`config.mk`:
```
export PLATFORM = sky130hd
export DESIGN_NAME = parity_gen_tx
export DESIGN_NICKNAME = d
export VERILOG_FILES = /design/src/rtl/parity_pkg.sv /design/src/rtl/parity_calc.sv /design/src/rtl/parity_gen_tx.sv
export SDC_FILE = /design/constraint.sdc
export NUM_CORES = 1
export LEC_CHECK = 0
export ABC_CLOCK_PERIOD_IN_PS = 1800
export CAP_MARGIN = 25
export CORE_UTILIZATION = 40
export DETAILED_ROUTE_END_ITERATION = 10
export GPL_TIMING_DRIVEN = 0
export PLACE_DENSITY = 0.65
export SYNTH_ARGS = -nofsm -noshare
export SYNTH_HDL_FRONTEND = slang
export SYNTH_SLANG_ARGS = --single-unit
```
`constraint.sdc`:
```
create_clock -name clk -period 1.8 [get_ports clk]
set_clock_uncertainty 0.1 [all_clocks]
set_input_delay 0.27 -clock clk [delete_from_list [all_inputs] [get_ports clk]]
set_output_delay 0.27 -clock clk [all_outputs]
set_load 0.1 [all_outputs]
```
`src/rtl/parity_pkg.sv`:
```
// Shared types and helpers for the parity transmitter and checker.
package parity_pkg;

    typedef enum logic [1:0] {
        IDLE   = 2'd0,
        SHIFT  = 2'd1,
        PARITY = 2'd2
    } state_t;

    localparam logic PAR_EVEN = 1'b0;
    localparam logic PAR_ODD  = 1'b1;

    // Bit-counter width able to hold DATA_W-1.
    function automatic int unsigned cnt_w(input int unsigned dataW);
        return $clog2(dataW);
    endfunction

endpackage

```
`src/rtl/parity_calc.sv`:
```
// Combinational parity of a word; sense=1 selects odd parity.
module parity_calc #(
    parameter int unsigned DATA_W = 8
) (
    input  logic [DATA_W-1:0] data,
    input  logic              sense,
    output logic              par_c
);

    assign par_c = (^data) ^ sense;

endmodule

```
`src/rtl/parity_gen_tx.sv`:
```
// Serial parity transmitter: word in over valid/ready, LSB-first bits out, then parity bit.
// Optional PARITY_ERR_INJ_EN adds err_inj to invert the transmitted parity bit per frame.
module parity_gen_tx
    import parity_pkg::*;
#(
    parameter int unsigned DATA_W  = 8,
    parameter int unsigned ODD_PAR = 0
) (
    input  logic              clk,
    input  logic              rst,
    input  logic [DATA_W-1:0] din,
    input  logic              din_valid,
`ifdef PARITY_ERR_INJ_EN
    input  logic              err_inj,
`endif
    output logic              din_ready,
    output logic              sout,
    output logic              sout_valid,
    output logic              sout_last,
    output logic              par_out,
    output logic              busy
);

    localparam int unsigned CNT_W = cnt_w(DATA_W);
    localparam logic        SENSE = (ODD_PAR != 0) ? PAR_ODD : PAR_EVEN;

    state_t            state;
    logic [DATA_W-1:0] shreg;
    logic [CNT_W-1:0]  bitCnt;
    logic              accept;
    logic              parC;
    logic              txPar;

    assign accept = din_valid & din_ready;

    parity_calc #(
        .DATA_W (DATA_W)
    ) uCalc (
        .data  (din),
        .sense (SENSE),
        .par_c (parC)
    );

`ifdef PARITY_ERR_INJ_EN
    logic errInjQ;

    // Injection request travels with the word it was accepted alongside.
    always_ff @(posedge clk) begin
        if (rst) begin
            errInjQ <= 1'b0;
        end else if (accept) begin
            errInjQ <= err_inj;
        end
    end

    assign txPar = par_out ^ errInjQ;
`else
    assign txPar = par_out;
`endif

    // Frame sequencer; bit 0 is registered onto sout at accept, shreg holds the rest.
    always_ff @(posedge clk) begin
        if (rst) begin
            state      <= IDLE;
            shreg      <= '0;
            bitCnt     <= '0;
            sout       <= 1'b0;
            sout_valid <= 1'b0;
            sout_last  <= 1'b0;
            par_out    <= 1'b0;
            busy       <= 1'b0;
            din_ready  <= 1'b1;
        end else begin
            case (state)
                IDLE, PARITY: begin
                    if (accept) begin
                        state      <= SHIFT;
                        shreg      <= din >> 1;
                        bitCnt     <= CNT_W'(DATA_W - 1);
                        par_out    <= parC;
                        sout       <= din[0];
                        sout_valid <= 1'b1;
                        sout_last  <= 1'b0;
                        busy       <= 1'b1;
                        din_ready  <= 1'b0;
                    end else begin
                        state      <= IDLE;
                        sout       <= 1'b0;
                        sout_valid <= 1'b0;
                        sout_last  <= 1'b0;
                        busy       <= 1'b0;
                        din_ready  <= 1'b1;
                    end
                end
                SHIFT: begin
                    if (bitCnt == '0) begin
                        state     <= PARITY;
                        sout      <= txPar;
                        sout_last <= 1'b1;
                        din_ready <= 1'b1;
                    end else begin
                        sout   <= shreg[0];
                        shreg  <= shreg >> 1;
                        bitCnt <= bitCnt - CNT_W'(1);
                    end
                end
                default: begin
                    state      <= IDLE;
                    sout       <= 1'b0;
                    sout_valid <= 1'b0;
                    sout_last  <= 1'b0;
                    busy       <= 1'b0;
                    din_ready  <= 1'b1;
                end
            endcase
        end
    end

endmodule

```
* Word-level counts from Yosys, hierarchy flattened
Cells that the tools add are included.
Word-level totals: flip-flop bits (word level) 18, latch bits 0, RAM bits 0, bits in read-only memories 0, input port bits 11, logic and storage cells 41, memories 0
Operators by class: $add $sub $neg 1, multipliers 0, divide/modulo/power cells 0, $lt $le $gt $ge 0, equal/unequal tests 5, shifts and indexed selects 0, mux-type cells 17, bitwise gates (word level) 2, reduce and logical (&&, ||, !) cells 8
Operators with widths (number):
- two-way mux 8 bit | 2
- case mux 8 bit (2 select lines) | 1
- parity 8 bit | 1
- two-way mux 1 bit | 6
- two-way mux 3 bit | 2
- inequality test 2 bit (second input constant) | 3
- case mux 1 bit (2 select lines) | 3
- case mux 3 bit (2 select lines) | 1
- case mux 2 bit (2 select lines) | 1
- OR reduction 2 bit | 2
- zero test 3 bit | 1
- AND reduction 3 bit | 1
- subtractor 3 x 1 -> 3 bit (second input constant) | 1
- == test 2 x 1 -> 1 bit (second input constant) | 1
- == test 2 bit (second input constant) | 1
- zero test 2 bit | 1
- two-way mux 2 bit | 1
- AND reduction 2 bit | 1
- nonzero test 2 bit | 1
- bitwise AND 1 bit | 1
- NOT 1 bit | 1

* Logic depth before layout (Yosys ltp)
Gate-level depths: netlist of run 1.
depth in word-level cells 4, gate-level depth with buffers 7, depth with buffers taken out 6

* Cells and area by module
Synthesis of run 1 repeated with hierarchy kept, for this count alone.
Second synthesis, totals: cells, all modules 91, area total of the unflattened synthesis 824.5 um^2
Modules (own cells, without submodules):
- parity_gen_tx | instances 1, cells an instance 84, area an instance 742.0 um^2, sequential area each 340.3 um^2
- parity_calc | instances 1, cells an instance 7, area an instance 82.6 um^2, sequential area each 0.0 um^2

* Worst setup path after synthesis of run 1
No wires, ideal clock.
kind reg-to-reg, start register din_ready, end register shreg[3], data arrival time 1.773 ns, required time 1.612 ns, setup slack -0.161 ns, cell stages (with the launch flop) 6, buffers on the path 1, clock period less this slack 1.961 ns, path through dfxtp_1 nand3b_1 o21ai_4 buf_6 nor2_2 a311oi_2
On the way: longest elaborated chain between the ends 3
RTL lines:
- start, declared | line parity_gen_tx.sv:16 | output logic din_ready,
- start signal, assigned | line parity_gen_tx.sv:72 | din_ready <= 1'b1;
- start signal, assigned | line parity_gen_tx.sv:85 | din_ready <= 1'b0;
- start signal, assigned | line parity_gen_tx.sv:92 | din_ready <= 1'b1;
- bitwise AND 1 bit | line parity_gen_tx.sv:34 | assign accept = din_valid & din_ready;
- inequality test 2 bit (no line)
- AND reduction 3 bit (no line)
- end signal, assigned | line parity_gen_tx.sv:78 | shreg <= din >> 1;
- end signal, assigned | line parity_gen_tx.sv:103 | shreg <= shreg >> 1;
- end, declared | line parity_gen_tx.sv:28 | logic [DATA_W-1:0] shreg;
No other way between the ends. A chain may end at the register's enable or synchronous reset.

==> impl_metrics.json, run 1 <==
{
  "muxShareOfSynthArea_pct": 1.345,
  "port_buffers": 15,
  "path_cells": "buf_4, clkdlybuf4s15_2",
  "diodes": 0,
  "path_clk_slew_ns": 0.10,
  "yosys_warnings": 0,
  "drt-wirelength-per-cell_um": 12.70,
  "critPathLaunchType": "register",
  "dp_hpwl_um": 1258,
  "hold_viol_final": 0,
  "dieArea_um2": 2280,
  "path_max_fanout": 3,
  "swShare_pct": 36.95,
  "grt_pass1_wl_um": 2801,
  "cts.sinks": 17,
  "power_switching_w": 0.0003838,
  "start_util_pct": 42.67,
  "synth.cell_area_um2": 837.1,
  "status": "finished clean",
  "cts_tree": "yes",
  "drtIter0Drc": 4,
  "ant_nets": 0,
  "dr_total_vias": 670,
  "slowest_delay_ns": 0.54,
  "place_congestion": 0.7332,
  "hold_ws_ns": 0.3175,
  "synth_compound_area_share_pct": 19.73,
  "area_delta_synth_final_pct": 26.16,
  "setup_viol": 0,
  "fmax_ghz": 0.5946,
  "synth.net_count": 102,
  "layout_commonest_cell": "dfxtp_1",
  "h-tree-depth": 1,
  "wirelength_um": 1715,
  "rsz0062_at_grt": "no",
  "post-route-period-util_pct": 93.43,
  "required_ns": 1.43,
  "r2r_cells": 7,
  "pwr-share-seq_pct": 43.6,
  "crit_type": "register to output port",
  "crit_slowest_cell": "clkdlybuf4s15_2",
  "slew_viol_final": 0,
  "power.internal_w": 0.0006549,
  "synth_top_family_by_area": "simple AND/OR/NAND/NOR gates",
  "core_area_um2": 1962,
  "cts_made_buffers": 3,
  "tightestPinTransition_ns": 0.5489,
  "slew-limit-headroom_pct": 63.58,
  "rows": 16,
  "yosys.area_share.simple_pct": 20.33,
  "clock_latency_ns": 0.29,
  "final_cell_mix": "dfxtp_1 (16), nand2_1 (12), nor2_1 (10)",
  "synth_adder_area_share_pct": 2.990,
  "grt_max_degree": 11,
  "whs_path_depth": 2,
  "drt-vias-per-instance": 4.963,
  "power_density_nw_per_um2": 983.6,
  "crit_arrival_ns": 1.31,
  "grtUsageTotal_pct": 18.39,
  "hold_class": "primary input to register",
  "combPwrFrac_pct": 36.3,
  "drv_cap": 0,
  "dieHeight_um": 47.75,
  "cts_buffer_depth": 2,
  "drt-pass1-iter-count": 4,
  "layout-drive-gt1-share_pct": 25.00,
  "first_global_vias": 639,
  "drc": 0,
  "synthCells": 89,
  "antenna_found_initial": 0,
  "fillerInstances": 213,
  "tns_ns": 0,
  "nets": 122,
  "cts_setup_buffers": 0,
  "endpoint_kind": "output port",
  "synth_xor_area_share_pct": 8.371,
  "syn_area_per_cell_um2": 9.405,
  "die_x_um": 47.75,
  "finalWorstPathRequiredPeriod_ns": 1.682,
  "io_pins": 17,
  "clockPowerShare_pct": 20.1,
  "overflow": 0,
  "yosysUniqueCellTypes": 31,
  "vdd_drop_max_mv": 0.4454,
  "seq_area_frac_synth_pct": 40.66,
  "cts_root_buffer": "clkbuf_4",
  "p_leak_nw": 0.3954,
  "ys_seq_elements": 17
}
worst max-delay path: cells and delay by family (launching register included):
family | cells | cell delay (ns)
buffers and inverters | 2 | 0.65
flip-flops | 1 | 0.36
per-stage QoR:
stage	total power (W)	cells	utilization [%]	instance area (um2)	setup slack, ns
finish	0.001039	135	53.83	1056	0.1183
detailed placement	0.0008445	131	52.10	1022	-0.1444
global placement	0.0008375	131	52.10	1022	-0.1119
CTS	0.001043	135	53.83	1056	0.1062
global route	0.001095	135	53.83	1056	0.01268
floorplan	0.0007540	89	-	838.3	0.05650
timing repair:
action	in CTS	in global routing
hold buffers	0	0
gates resized for setup	18	0
setup endpoints to repair	6	0
power by group through the flow:
| stage | Clock [W] | Sequential, W | Combinational, W |
|---|---|---|---|
| after CTS | 0.000209 | 0.000453 | 0.000381 |
| after global placement | 0 | 0.000460 | 0.000377 |
| after floorplan | 0 | 0.000528 | 0.000226 |
| after global routing | 0.000225 | 0.000459 | 0.000411 |
| after detailed placement | 0 | 0.000462 | 0.000383 |
| final | 0.000208 | 0.000453 | 0.000378 |
kinds of logic after synthesis:
logic type,Yosys count
buf+inv,9
compound gates,17
mux,1
flops,17
xor+xnor,8
fa+ha+maj,2
simple gates,35
Yosys cell counts, drive strengths merged:
cell type	count	area [um2]
o21ai	1	16.27
a22oi	2	15.01
a221oi	1	8.760
nand2	12	45.04
a211oi	3	27.52
nand2b	2	12.51
inv	2	7.510
xor2	1	8.760
buf	5	38.78
nor3	3	15.01
and3b	1	8.760
xnor2	7	61.31
ha	2	25.02
clkbuf	2	8.750
a311oi	6	71.32
o21bai	1	7.510
nor2	13	56.31
nand3b	1	7.510
nor2b	2	20.02
mux2	1	11.26
a21oi	3	18.77
dfxtp	17	340.3
nand3	1	5.000
registers in the layout, indices dropped and copies added (netlist names):
name / flops
bitCnt: 3
busy: 1
din_ready: 1
par_out: 1
shreg: 7
sout: 1
sout_last: 1
state: 2
final timing paths:
check	slack (ns)	endpoint	startpoint
max	0.12	sout_valid	busy
min	0.32	shreg[4]	rst
max reg2reg	0.14	shreg[3]	bitCnt[0]
min reg2reg	0.37	sout	state[1]
cell type report:
class                      count  area (um2)  share of cell area (%)
clock buffer                   4       26.28                   2.488
multi-input combinational     63       441.7                   41.82
sequential                    17       341.6                   32.35
tap                           27       33.78                   3.199
inverter                       2       7.507                  0.7109
buffer                         7       47.55                   4.502
timing repair buffer          15       157.7                   14.93
layer usage:
metal	up-vias	track usage [%]	wire [um]
met2	12	28.92	814
met5	-	0	0
met1	310	23.73	811
li1	343	-	-
met4	0	10.00	48
met3	5	3.396	41
Power figures use the tool's default switching activity.
==> run 2, diff against run 1 <==
CORE_MARGIN = 2   (was unset)
SKIP_CTS_REPAIR_TIMING = 1   (was unset)
==> run 2 against run 1 <==
Global-route usage fell by 3.6 points; via count rose by 2.2%; largest cell class unchanged; first-iteration DRC count rose by 100%; critical endpoint is now busy.
==> impl_metrics.json, run 2 (synthesis gave the netlist of run 1 again) <==
{
  "status": "finished clean",
  "crit_slowest_cell": "dlymetal6s2s_1",
  "overflow": 0,
  "hold_class": "primary input to register",
  "largest_register_ffs": 7,
  "final_cell_mix": "dfxtp_1 (16), nand2_1 (12), nor2_1 (10)",
  "port_buffers": 15,
  "finalWorstPathRequiredPeriod_ns": 1.758,
  "cts_buffer_depth": 2,
  "power_density_nw_per_um2": 990.4,
  "dp_hpwl_um": 1201,
  "crit_family": "buffers and inverters",
  "h-tree-depth": 1,
  "dieArea_um2": 2475,
  "clock_latency_ns": 0.29,
  "dieHeight_um": 49.75,
  "crit_arrival_ns": 1.39,
  "r2r-end": "shreg[3]",
  "top_register": "shreg",
  "p_leak_nw": 0.4469,
  "cts_made_buffers": 3,
  "place_congestion": 0.7585,
  "drtIter0Drc": 8,
  "grt.met1_usage_pct": 18.30,
  "start_util_pct": 42.67,
  "core_area_um2": 1962,
  "gr-max-usage-layer": "met2",
  "reg_top3": "shreg: 7 flops, bitCnt: 3 flops, state: 2 flops",
  "hold_start": "rst",
  "required_ns": 1.43,
  "drv_cap": 0,
  "r2r_cells": 7,
  "tightestPinTransition_ns": 0.9668,
  "power_w": 0.001035,
  "cts_root_buffer": "clkbuf_4",
  "r2r-start": "bitCnt[0]",
  "layout_commonest_cell": "dfxtp_1",
  "slew_viol_final": 0,
  "crit_type": "register to output port",
  "hold_viol_final": 0,
  "diodes": 0,
  "dp_slack_ns": -0.1223,
  "min_to": "shreg[4]",
  "timing.final.ws_setup_ns": 0.04157,
  "area_delta_synth_final_pct": 24.81,
  "wirelength_um": 1649,
  "slew-limit-headroom_pct": 35.44,
  "r2r_slack_ns": 0.13,
  "path_clk_slew_ns": 0.11,
  "rsz0062_at_grt": "no",
  "nets": 122,
  "ant_nets": 0,
  "grt_use_met2_pct": 24.67,
  "met3_usage_pct": 1.818,
  "drt-pass1-iter-count": 4,
  "drt-wirelength-per-cell_um": 12.21,
  "grt_max_degree": 11,
  "vdd_drop_max_mv": 0.4101,
  "layout-drive-gt1-share_pct": 23.15,
  "rows": 16,
  "critPathLaunchType": "register",
  "grt_pass1_wl_um": 2780,
  "endpoint_kind": "output port",
  "antenna_found_initial": 0,
  "fmax_ghz": 0.5687,
  "io_pins": 17,
  "drc": 0,
  "drt-vias-per-instance": 5.074,
  "path_buf_inv": 1,
  "die_x_um": 49.75,
  "path_max_fanout": 3,
  "post-route-period-util_pct": 97.69,
  "cts.sinks": 17,
  "setup_viol": 0,
  "first_global_vias": 652,
  "cts_tree": "yes",
  "path_cells": "dlymetal6s2s_1",
  "whs_path_depth": 2,
  "grtUsageTotal_pct": 14.80,
  "slowest_delay_ns": 0.75,
  "dr_total_vias": 685
}
## run 2: changes by cell type in the layout (fill, tap and decap cells not counted)
cell | before | now
dlymetal6s2s_1 | 0 | 3
clkbuf_1 | 2 | 1
buf_4 | 3 | 4
clkdlybuf4s15_2 | 6 | 0
clkinv_2 | 0 | 1
clkbuf_2 | 1 | 3
## run 2: through the flow
| step | setup TNS, ns | hold WS, ns | cells | utilization (%) | area [um2] |
|---|---|---|---|---|---|
| 5_1_grt | 0 | 0.3444 | 135 | 53.25 | 1045 |
| 3_5_place_dp | -0.2668 | 0.3518 | 131 | 52.10 | 1022 |
| 2_1_floorplan | 0 | 0.3308 | 89 | - | 838.3 |
| 6_report | 0 | 0.3014 | 135 | 53.25 | 1045 |
| 3_3_place_gp | -0.2122 | 0.3459 | 131 | 52.10 | 1022 |
| 4_1_cts | -2.218 | 0.3110 | 135 | 53.51 | 1050 |
## run 2: layout make-up
type	count	area [um2]
fillers	195	917.1
multi-input cells	63	441.7
flip-flops and latches	17	341.6
repair buffers	15	145.1
plain buffers	7	47.55
well taps	27	33.78
clock buffers	3	22.52
inverters	2	7.507
clock inverters	1	5.005
## run 2: worst max-delay path by stage
stage	endpoint	cells after the start	slack, ns	startpoint
after floorplan	sout_valid	1	0.06	busy
after global placement	sout_valid	2	-0.11	busy
after detailed placement	sout_valid	2	-0.12	busy
after CTS	sout_valid	2	-0.45	busy
after global routing	busy	1	0.003	busy
final	busy	1	0.04	busy
## run 2: layer usage
layer,part of all wire (%),routed length [um],vias to the layer above
met5,0,0,-
met4,1.5,25,0
met3,2.4,40,2
met2,47,769,11
met1,49,813,322
li1,-,-,350
## run 2: where the power goes
group	switching, W	internal [W]
Sequential	0.0000300	0.000423
Clock	0.000125	0.0000826
Combinational	0.000231	0.000144
==> run 3, diff against run 2 <==
ABC_CLOCK_PERIOD_IN_PS = 2000   (was 1800)
clock period = 2 ns   (was 1.8 ns; I/O delays follow)
==> run 3 against run 2 <==
Clock power is 11% lower; first-iteration DRC count stayed put; non-clock buffer count stayed put; critical endpoint is now sout_valid; cell area is 1.7% higher; via count is 4.7% lower; routed wire length is 2.4% lower; register-to-register slack better by 0.24 ns; sequential share of layout area is 0.66 points lower; hold slack better by 0.022 ns; core utilization is 0.89 points higher; critical path type unchanged.
==> impl_metrics.json, run 3 (synthesis gave the netlist of run 1 again) <==
{
  "reg_top3": "shreg: 7 flops, bitCnt: 3 flops, state: 2 flops",
  "final_cell_mix": "dfxtp_1 (17), nand2_1 (12), nor2_1 (10)",
  "path_clk_slew_ns": 0.10,
  "dp_hpwl_um": 1196,
  "rsz0062_at_grt": "no",
  "grt_max_degree": 11,
  "r2r_slack_ns": 0.37,
  "whs_path_depth": 2,
  "fmax_ghz": 0.5269,
  "path_max_fanout": 3,
  "place_congestion": 0.6870,
  "wirelength_um": 1609,
  "cts_made_buffers": 3,
  "path_cells": "buf_4, dlymetal6s2s_1",
  "p_leak_nw": 0.4757,
  "vdd_drop_max_mv": 0.3706,
  "drt-pass1-iter-count": 4,
  "slowest_delay_ns": 0.73,
  "cts_tree": "yes",
  "tightestPinTransition_ns": 0.9678,
  "dp_slack_ns": 0.03026,
  "drt-vias-per-instance": 4.837,
  "crit_slowest_cell": "dlymetal6s2s_1",
  "r2r-end": "shreg[5]",
  "critPathLaunchType": "register",
  "cts_buffer_depth": 2,
  "largest_register_ffs": 7,
  "dr_total_vias": 653,
  "dp_cells": 131,
  "ant_nets": 0,
  "crit_arrival_ns": 1.50,
  "area_delta_synth_final_pct": 26.91,
  "hold_viol_final": 0,
  "slew-limit-headroom_pct": 35.38,
  "cts_root_buffer": "clkbuf_4",
  "min_to": "shreg[4]",
  "drc": 0,
  "antenna_found_initial": 0,
  "finalWorstPathRequiredPeriod_ns": 1.898,
  "fin_cells": 135,
  "status": "finished clean",
  "power_density_nw_per_um2": 877.5,
  "power_w": 0.0009321,
  "start_util_pct": 42.67,
  "die_x_um": 49.75,
  "port_buffers": 15,
  "top_register": "shreg",
  "core_area_um2": 1962,
  "required_ns": 1.60,
  "hold_start": "rst",
  "drv_cap": 0,
  "diodes": 0,
  "grtUsageTotal_pct": 14.50,
  "r2r-start": "bitCnt[0]",
  "postLayoutCoreUtil_pct": 54.15,
  "first_global_vias": 616,
  "cts.sinks": 17,
  "r2r_cells": 7,
  "hold_class": "primary input to register",
  "grt_pass1_wl_um": 2739,
  "nets": 122,
  "overflow": 0,
  "endpoint_kind": "output port",
  "layout_commonest_cell": "dfxtp_1",
  "layout-drive-gt1-share_pct": 18.52,
  "setup_viol": 0,
  "clock_latency_ns": 0.29,
  "post-route-period-util_pct": 94.90,
  "rows": 16,
  "dieHeight_um": 49.75,
  "crit_type": "register to output port",
  "timing.final.ws_setup_ns": 0.1021,
  "io_pins": 17,
  "dieArea_um2": 2475,
  "drtIter0Drc": 8,
  "tns_ns": 0,
  "drt-wirelength-per-cell_um": 11.92,
  "slew_viol_final": 0,
  "h-tree-depth": 1
}
==> run 3: cell types whose count changed in the layout (fill, tap and decap cells not counted), sizes merged <==
| cell | change |
|---|---|
| buf | -1 |
| clkbuf | -1 |
| clkinv | -1 |
| dlymetal6s2s | +3 |
==> run 3: power breakdown <==
| part | leakage, nW | internal, W | switching, W | total, W |
|---|---|---|---|---|
| registers | 0.141 | 0.000380 | 0.0000261 | 0.000406 |
| clock network | 0.0150 | 0.0000776 | 0.000107 | 0.000185 |
| logic | 0.320 | 0.000134 | 0.000208 | 0.000341 |
==> run 3: final cells by class <==
class,count,area (um2)
Fill cell,196,899.6
Multi-Input combinational cell,63,441.7
Sequential cell,17,340.3
Timing Repair Buffer,15,165.2
Buffer,7,47.55
Tap cell,27,33.78
Clock buffer,4,26.28
Inverter,2,7.507
==> run 3: how the worst max path moves through the flow <==
stage              start    endpoint  slack [ns]  cells after the start
3_3_place_gp        busy  sout_valid        0.03                      2
3_5_place_dp        busy  sout_valid        0.03                      2
6_report            busy  sout_valid        0.10                      2
5_1_grt             busy  sout_valid        0.05                      2
4_1_cts             busy  sout_valid       -0.30                      2
2_1_floorplan  din_ready    shreg[3]        0.04                      5
==> run 3: metrics by stage <==
step                      instance area, um2  hold WS [ns]
after floorplan                        837.1        0.3319
after global placement                  1021        0.3541
after detailed placement                1021        0.3458
after CTS                               1047        0.3318
after global routing                    1062        0.3593
final                                   1062        0.3233
==> run 3: layer usage <==
layer | share of wire [%] | wire, um | vias to the layer above | global-route usage [%]
li1 | - | - | 345 | -
met1 | 48 | 773 | 294 | 17.99
met2 | 46 | 742 | 12 | 24.22
met3 | 4.8 | 77 | 2 | 3.333
met4 | 0.93 | 15 | 0 | 5.556
met5 | 0 | 0 | - | 0
==> run 3: critical path: cells and delay by family (launching register included) <==
kind	cells	cell delay, ns
buffers and inverters	2	0.84
flip-flops	1	0.37
